<file path="config.mk">
export PLATFORM = sky130hd
export DESIGN_NAME = oam_dma_controller
export DESIGN_NICKNAME = d
export VERILOG_FILES = /design/src/rtl/nes_bus_pkg.sv /design/src/rtl/oam_dma_controller.sv
export SDC_FILE = /design/constraint.sdc
export NUM_CORES = 1
export LEC_CHECK = 0
export BUFFER_PORTS_ARGS = -buffer_cell sky130_fd_sc_hd__buf_2
export CAP_MARGIN = 10
export CORE_ASPECT_RATIO = 1.4
export CORE_MARGIN = 1.5
export CORE_UTILIZATION = 51
export DETAILED_ROUTE_END_ITERATION = 8
export GPL_TIMING_DRIVEN = 0
export PLACE_DENSITY = 0.87
export SLEW_MARGIN = 20
export SYNTH_ARGS = -nofsm -noshare
export SYNTH_HDL_FRONTEND = slang
export SYNTH_SLANG_ARGS = --single-unit
</file>
<file path="constraint.sdc">
create_clock -name clk -period 2.36 [get_ports clk]
set_clock_uncertainty 0.2 [all_clocks]
set_input_delay 0.118 -clock clk [delete_from_list [all_inputs] [get_ports clk]]
set_output_delay 0.118 -clock clk [all_outputs]
set_load 0.02 [all_outputs]
</file>
<file path="src/rtl/nes_bus_pkg.sv">
// nes_bus_pkg: shared NES bus constants and the OAM DMA state type.
package nes_bus_pkg;
   typedef enum logic [2:0] {ST_IDLE, ST_HALT, ST_ALIGN, ST_READ, ST_WRITE} dma_state_e;
   localparam logic [15:0] DMA_REG_ADDR_DEF  = 16'h4014;
   localparam logic [15:0] OAM_DATA_ADDR_DEF = 16'h2004;
   localparam int          XFER_LEN          = 256;
endpackage

</file>
<file path="src/rtl/oam_dma_controller.sv">
// oam_dma_controller: halts the CPU and copies one 256-byte page into PPU OAM.
// Define DMA_ODD_CYCLE_ALIGN_EN to insert an ALIGN cycle when HALT lands on an odd cycle.
module oam_dma_controller
   import nes_bus_pkg::*;
#(
   parameter logic [15:0] DMA_REG_ADDR  = DMA_REG_ADDR_DEF,
   parameter logic [15:0] OAM_DATA_ADDR = OAM_DATA_ADDR_DEF
) (
   input  logic        clk,
   input  logic        rst,
   input  logic        ph2_rising,
   input  logic        ph2_falling,
   input  logic [15:0] cpu_addr,
   input  logic        cpu_rnw,
   input  logic [7:0]  cpu_data_in,
   input  logic [7:0]  mem_data_in,
   output logic        cpu_halt,
   output logic        dma_active,
   output logic [15:0] dma_addr,
   output logic        dma_rnw,
   output logic [7:0]  dma_data_out
);
   localparam logic [7:0] LAST_IDX = 8'(XFER_LEN - 1);
   dma_state_e  state_q, state_d;
   logic [1:0]  rst_q;
   logic        rst_sync, trig, align, parity_q, parity_d, busy_q, busy_d, rnw_q, rnw_d;
   logic [7:0]  page_q, page_d, idx_q, idx_d, byte_q, byte_d, data_q, data_d;
   logic [15:0] addr_q, addr_d;
   logic        unused_ph2_rising;
   assign unused_ph2_rising = ph2_rising;
   // Release of rst is seen by the FSM only after two clk edges.
   always_ff @(posedge clk or posedge rst)
      if (rst) rst_q <= 2'b11;
      else rst_q <= {rst_q[0], 1'b0};
   assign rst_sync = rst_q[1];
   assign trig = state_q == ST_IDLE && !cpu_rnw && cpu_addr == DMA_REG_ADDR;
`ifdef DMA_ODD_CYCLE_ALIGN_EN
   assign align = parity_q;
`else
   assign align = 1'b0;
`endif
   always_comb begin
      state_d  = rst_sync ? ST_IDLE :
                 state_q == ST_IDLE  ? (trig ? ST_HALT : ST_IDLE) :
                 state_q == ST_HALT  ? (align ? ST_ALIGN : ST_READ) :
                 state_q == ST_ALIGN ? ST_READ :
                 state_q == ST_READ  ? ST_WRITE :
                 state_q == ST_WRITE ? (idx_q == LAST_IDX ? ST_IDLE : ST_READ) : ST_IDLE;
      page_d   = rst_sync ? 8'h00 : trig ? cpu_data_in : page_q;
      idx_d    = (rst_sync || trig) ? 8'h00 : state_q == ST_WRITE ? idx_q + 8'd1 : idx_q;
      byte_d   = rst_sync ? 8'h00 : state_q == ST_READ ? mem_data_in : byte_q;
      parity_d = !rst_sync && !parity_q;
      // Outputs are computed from the next state so they register on the same edge.
      busy_d   = state_d != ST_IDLE;
      addr_d   = state_d == ST_WRITE ? OAM_DATA_ADDR : busy_d ? {page_d, idx_d} : 16'h0000;
      rnw_d    = state_d != ST_WRITE;
      data_d   = state_d == ST_WRITE ? byte_d : 8'h00;
   end
   always_ff @(posedge clk or posedge rst)
      if (rst) begin
         state_q  <= ST_IDLE;
         page_q   <= 8'h00;
         idx_q    <= 8'h00;
         byte_q   <= 8'h00;
         parity_q <= 1'b0;
         busy_q   <= 1'b0;
         addr_q   <= 16'h0000;
         rnw_q    <= 1'b1;
         data_q   <= 8'h00;
      end else if (ph2_falling || rst_sync) begin
         state_q  <= state_d;
         page_q   <= page_d;
         idx_q    <= idx_d;
         byte_q   <= byte_d;
         parity_q <= parity_d;
         busy_q   <= busy_d;
         addr_q   <= addr_d;
         rnw_q    <= rnw_d;
         data_q   <= data_d;
      end
   assign cpu_halt     = busy_q;
   assign dma_active   = busy_q;
   assign dma_addr     = addr_q;
   assign dma_rnw      = rnw_q;
   assign dma_data_out = data_q;
endmodule

</file>
==> impl_results.html <==
<table>
<tr><th>Metric</th><th>Value</th></tr>
<tr><th colspan="2">Die</th></tr>
<tr><td>Cell Rows</td><td>28</td></tr>
<tr><td>Effective utilization at floorplan</td><td>a little over half</td></tr>
<tr><td>Area of the core region</td><td>4274 um^2</td></tr>
<tr><td>Die Area</td><td>between 4000 and 5000 um^2</td></tr>
<tr><td>Top-level port count</td><td>between 60 and 70</td></tr>
<tr><td>DIE WIDTH</td><td>between 50 and 60 um</td></tr>
<tr><td>Die height</td><td>slightly above 80 um</td></tr>
<tr><th colspan="2">CTS</th></tr>
<tr><td>Maximum clock path buffer count</td><td>2</td></tr>
<tr><td>Clk_lat worst skew</td><td>around 0.30 ns</td></tr>
<tr><td>Clock root buffer</td><td>clkbuf_8</td></tr>
<tr><td>Setup fix buffers added after clock tree synthesis</td><td>0</td></tr>
<tr><td>Clock Sink Count</td><td>47</td></tr>
<tr><td>Total of cells resized after clock tree synthesis</td><td>0</td></tr>
<tr><td>Clock slew seen by the registers of the worst setup and hold paths</td><td>about 0.090 ns</td></tr>
<tr><td>Total of hold buffers inserted after clock tree synthesis</td><td>18</td></tr>
<tr><td>Depth of the CTS H-tree</td><td>2</td></tr>
<tr><td>CTS tree</td><td>built</td></tr>
<tr><td>TritonCTS Buffers</td><td>5</td></tr>
<tr><th colspan="2">Routing</th></tr>
<tr><td># DRC</td><td>0</td></tr>
<tr><td>First drt pass iteration count</td><td>4</td></tr>
<tr><td>Average wire length per cell after detail routing</td><td>approximately 15 um</td></tr>
<tr><td>Overall via count from detail_route</td><td>~2.1k</td></tr>
<tr><td>Final WL</td><td>between 5000 and 6000 um</td></tr>
<tr><td>Number of vias per cell</td><td>about 5.5</td></tr>
<tr><td>Violation count after the first detailed-route iteration</td><td>around 100</td></tr>
<tr><td>Number of routed nets with antenna violations</td><td>0</td></tr>
<tr><th colspan="2">Min path</th></tr>
<tr><td>Hold path depth</td><td>0</td></tr>
<tr><td>Worst min-delay path category</td><td>flop to flop</td></tr>
<tr><td>Worst-case hold path end point</td><td>rst_q[1]$_DFF_PP1_</td></tr>
<tr><td>Worst hold path startpoint</td><td>rst_q[0]$_DFF_PP1_</td></tr>
<tr><th colspan="2">GRT</th></tr>
<tr><td>Number of global-route vias before repair</td><td>2,103</td></tr>
<tr><td>Global-route wire length before repair</td><td>around 9600 um</td></tr>
<tr><td>Largest net degree at the start of global routing</td><td>27</td></tr>
<tr><td>GRT Total Usage</td><td>26.02%</td></tr>
<tr><td>Total gr overflow</td><td>0</td></tr>
<tr><td>Initial antenna violation count</td><td>0</td></tr>
<tr><th colspan="2">Power</th></tr>
<tr><td>Worst ir drop on vdd</td><td>approximately 450 uV</td></tr>
<tr><td>Internal Pwr Total</td><td>approximately 0.0012 W</td></tr>
<tr><td>Leakage power total</td><td>roughly 1.4 nW</td></tr>
<tr><td>Total power</td><td>0.001624 W</td></tr>
<tr><td>Clock group share of total power</td><td>around two fifths</td></tr>
<tr><td>Power per cell area</td><td>roughly 540 nW/um^2</td></tr>
<tr><td>Fraction of power spent switching nets</td><td>about a quarter</td></tr>
<tr><td>Net switching power</td><td>between 0.0003 and 0.0004 W</td></tr>
<tr><td>Sequential cell fraction of total power</td><td>between 50 and 60%</td></tr>
<tr><td>Gate power share</td><td>about 11%</td></tr>
<tr><th colspan="2">Logic synthesis</th></tr>
<tr><td>Primary FF master, synth</td><td>dfrtp_1</td></tr>
<tr><td>Number of enable-type register cells in the synthesized netlist</td><td>0</td></tr>
<tr><td>Netlist Area Pre-Place</td><td>around 2300 um^2</td></tr>
<tr><td>Sequential-to-total area share from yosys stat</td><td>around 52%</td></tr>
<tr><td>Syn Inst Count</td><td>approximately 240</td></tr>
<tr><td>Count of different cell masters after synthesis</td><td>41</td></tr>
<tr><td>Synthesized Nets</td><td>approximately 280</td></tr>
<tr><td>Async S/R FF share, synth</td><td>100.0%</td></tr>
<tr><td>Yosys synthesis warning count</td><td>0</td></tr>
<tr><td>Average footprint of a synthesized cell</td><td>9.407 um^2</td></tr>
<tr><td>Synth Register Bits</td><td>47</td></tr>
<tr><th colspan="2">Finish</th></tr>
<tr><td>Antenna diode count</td><td>0</td></tr>
<tr><td>Final standard cell area without fillers</td><td>roughly 3000 um^2</td></tr>
<tr><td>Final cell utilization of the core</td><td>a little over two thirds</td></tr>
<tr><td>Most common cell after layout, fill and taps aside</td><td>buf_2</td></tr>
<tr><td>Fraction of layout instances using a drive strength above 1</td><td>between 20 and 30%</td></tr>
<tr><td>Commonest cells after routing, fill and taps aside</td><td>62 x buf_2, 53 x nand2_1, 44 x dfrtp_1</td></tr>
<tr><td>Final layout net count</td><td>368</td></tr>
<tr><td>Post-synthesis to final-layout area growth</td><td>30.54%</td></tr>
<tr><td>Number of cells in the finished layout apart from fillers</td><td>391</td></tr>
<tr><td>Fill cells</td><td>roughly 350</td></tr>
<tr><th colspan="2">Critical path</th></tr>
<tr><td>Crit path max fanout</td><td>8</td></tr>
<tr><td>Endpoint class of the critical path</td><td>flop</td></tr>
<tr><td>WP data arrival</td><td>roughly 2.2 ns</td></tr>
<tr><td>Worst r2r path cells</td><td>7</td></tr>
<tr><td>Critical path type</td><td>flop to flop</td></tr>
<tr><td>Worst setup SP type</td><td>flop</td></tr>
<tr><td>Worst reg2reg setup slack</td><td>about 0.20 ns</td></tr>
<tr><td>Required time of the worst setup path</td><td>around 2.4 ns</td></tr>
<tr><td>Reg-to-Reg Start</td><td>state_q[0]$_DFFE_PP0P_</td></tr>
<tr><td>Reg-to-reg endpoint</td><td>idx_q[7]$_DFFE_PP0P_</td></tr>
<tr><th colspan="2">STA</th></tr>
<tr><td>Max frequency</td><td>around 460 MHz</td></tr>
<tr><td>Total count of max-transition violations in the final report</td><td>0</td></tr>
<tr><td>Period utilisation layout</td><td>91.60%</td></tr>
<tr><td>Unrepaired setup endpoints after global routing</td><td>no</td></tr>
<tr><td>Min cycle time layout</td><td>approximately 2.2 ns</td></tr>
<tr><td>Total negative slack</td><td>0 ns</td></tr>
<tr><td>Count of final setup violators</td><td>0</td></tr>
<tr><td>Hold Vio Cnt, Final</td><td>0</td></tr>
<tr><td>Remaining max-slew budget at the tightest pin</td><td>between 60% and 70%</td></tr>
<tr><td>Actual transition at the worst max-transition pin</td><td>between 0.5 and 0.6 ns</td></tr>
<tr><th colspan="2">Placed design</th></tr>
<tr><td>Instance count after placement with tap cells included</td><td>365</td></tr>
<tr><td>Count of port buffers added during placement</td><td>61</td></tr>
<tr><td>Cell Area, Placed</td><td>2686 um^2</td></tr>
<tr><td>Post-detail-place hpwl</td><td>just over 4000 um</td></tr>
<tr><td>Weighted congestion reported at the end of routability-driven placement</td><td>0.8540</td></tr>
<tr><th colspan="2">Outcome</th></tr>
<tr><td>Run status</td><td>finished clean</td></tr>
<tr><th colspan="2">Job</th></tr>
<tr><td>Max_cap viols</td><td>0</td></tr>
</table>
## cells by family (layout without fill, tap and decap cells)
logic type	Yosys count	count (layout)	share of synthesized area [%]
and+or+nand+nor	114	114	24.08
AOI/OAI and AO/OA	50	50	13.63
xor gates and xnor gates	8	8	3.065
buffers and inverters	22	110	6.896
other	1	1	0.1640
DFF	47	47	51.62
adders and majority gates	1	1	0.5473
## layer usage
metal  wire length (um)  track usage, %
met3                277           3.894
met4                138           11.56
met1               2251           31.09
met5                  0               0
met2               3270           45.71
## worst max-delay path by stage
stage	from	endpoint	slack (ns)
2_1_floorplan	state_q[0]$_DFFE_PP0P_	dma_addr[7]$_DFFE_PP0P_	0.48
3_3_place_gp	state_q[2]$_DFFE_PP0P_	dma_addr[8]$_DFFE_PP0P_	0.35
3_5_place_dp	state_q[0]$_DFFE_PP0P_	idx_q[7]$_DFFE_PP0P_	0.28
4_1_cts	state_q[0]$_DFFE_PP0P_	idx_q[7]$_DFFE_PP0P_	0.22
5_1_grt	state_q[0]$_DFFE_PP0P_	idx_q[7]$_DFFE_PP0P_	0.09
6_report	state_q[0]$_DFFE_PP0P_	idx_q[7]$_DFFE_PP0P_	0.20
## state kept, by name, summed over array words and instances (netlist names)
signal / cells
page_q: 8
state_q: 3
rst_q: 2
dma_rnw: 1
cpu_halt: 1
dma_data_out: 8
idx_q: 8
dma_addr: 16
## area by class of cell
type	instances	area [um^2]	share of cell area, %
Inverter	2	7.507	0.2516
Buffer	20	150.1	5.031
Clock buffer	6	82.58	2.767
Tap cell	60	75.07	2.516
Multi-Input combinational cell	174	948.4	31.78
Clock inverter	2	35.03	1.174
Sequential cell	47	1180	39.54
Timing Repair Buffer	80	505.5	16.94
## Yosys cell counts (2+ instances only)
cell type,n,area [um^2]
nand4_1,6,37.54
a31oi_1,6,37.54
dfrtp_1,44,1101
nor3_1,3,15.01
nor4b_1,2,17.52
clkbuf_1,9,33.78
dfstp_2,3,78.83
nand2_1,53,198.9
and3_1,3,18.77
buf_6,2,22.52
and3_2,2,15.01
nor2b_1,2,12.51
nor4_1,3,18.77
inv_1,2,7.510
o31ai_1,3,22.52
buf_4,2,15.01
a311oi_1,2,17.52
a211oi_1,4,30.03
xor2_1,2,17.52
clkbuf_8,5,68.82
xnor2_1,6,52.55
nand3_1,23,115.1
nor2_1,11,41.29
a22o_1,2,17.52
a21oi_1,27,135.1
## stage by stage
stage | setup slack [ns] | hold WS [ns]
after floorplan | 0.4791 | 0.04534
after global placement | 0.3479 | 0.1462
after detailed placement | 0.2780 | -0.03753
after CTS | 0.2243 | 0.1616
after global routing | 0.09302 | 0.1632
final | 0.1983 | 0.1591
## power by group through the flow
stage / Combinational, W / Sequential [W] / Clock, W
6_report: 0.000183 / 0.000821 / 0.000620
5_1_grt: 0.000200 / 0.000822 / 0.000649
4_1_cts: 0.000182 / 0.000821 / 0.000622
3_5_place_dp: 0.000159 / 0.000837 / 0
3_3_place_gp: 0.000152 / 0.000837 / 0
2_1_floorplan: 0.0000882 / 0.000840 / 0
## critical path: stages, from the launching register on
cell	delay, ns
dfrtp_1	0.39
buf_6	0.14
or3b_1	0.39
buf_6	0.15
nor3_1	0.33
xor2_1	0.22
nand3_1	0.10
a21oi_1	0.16
Power figures use the tool's default switching activity.
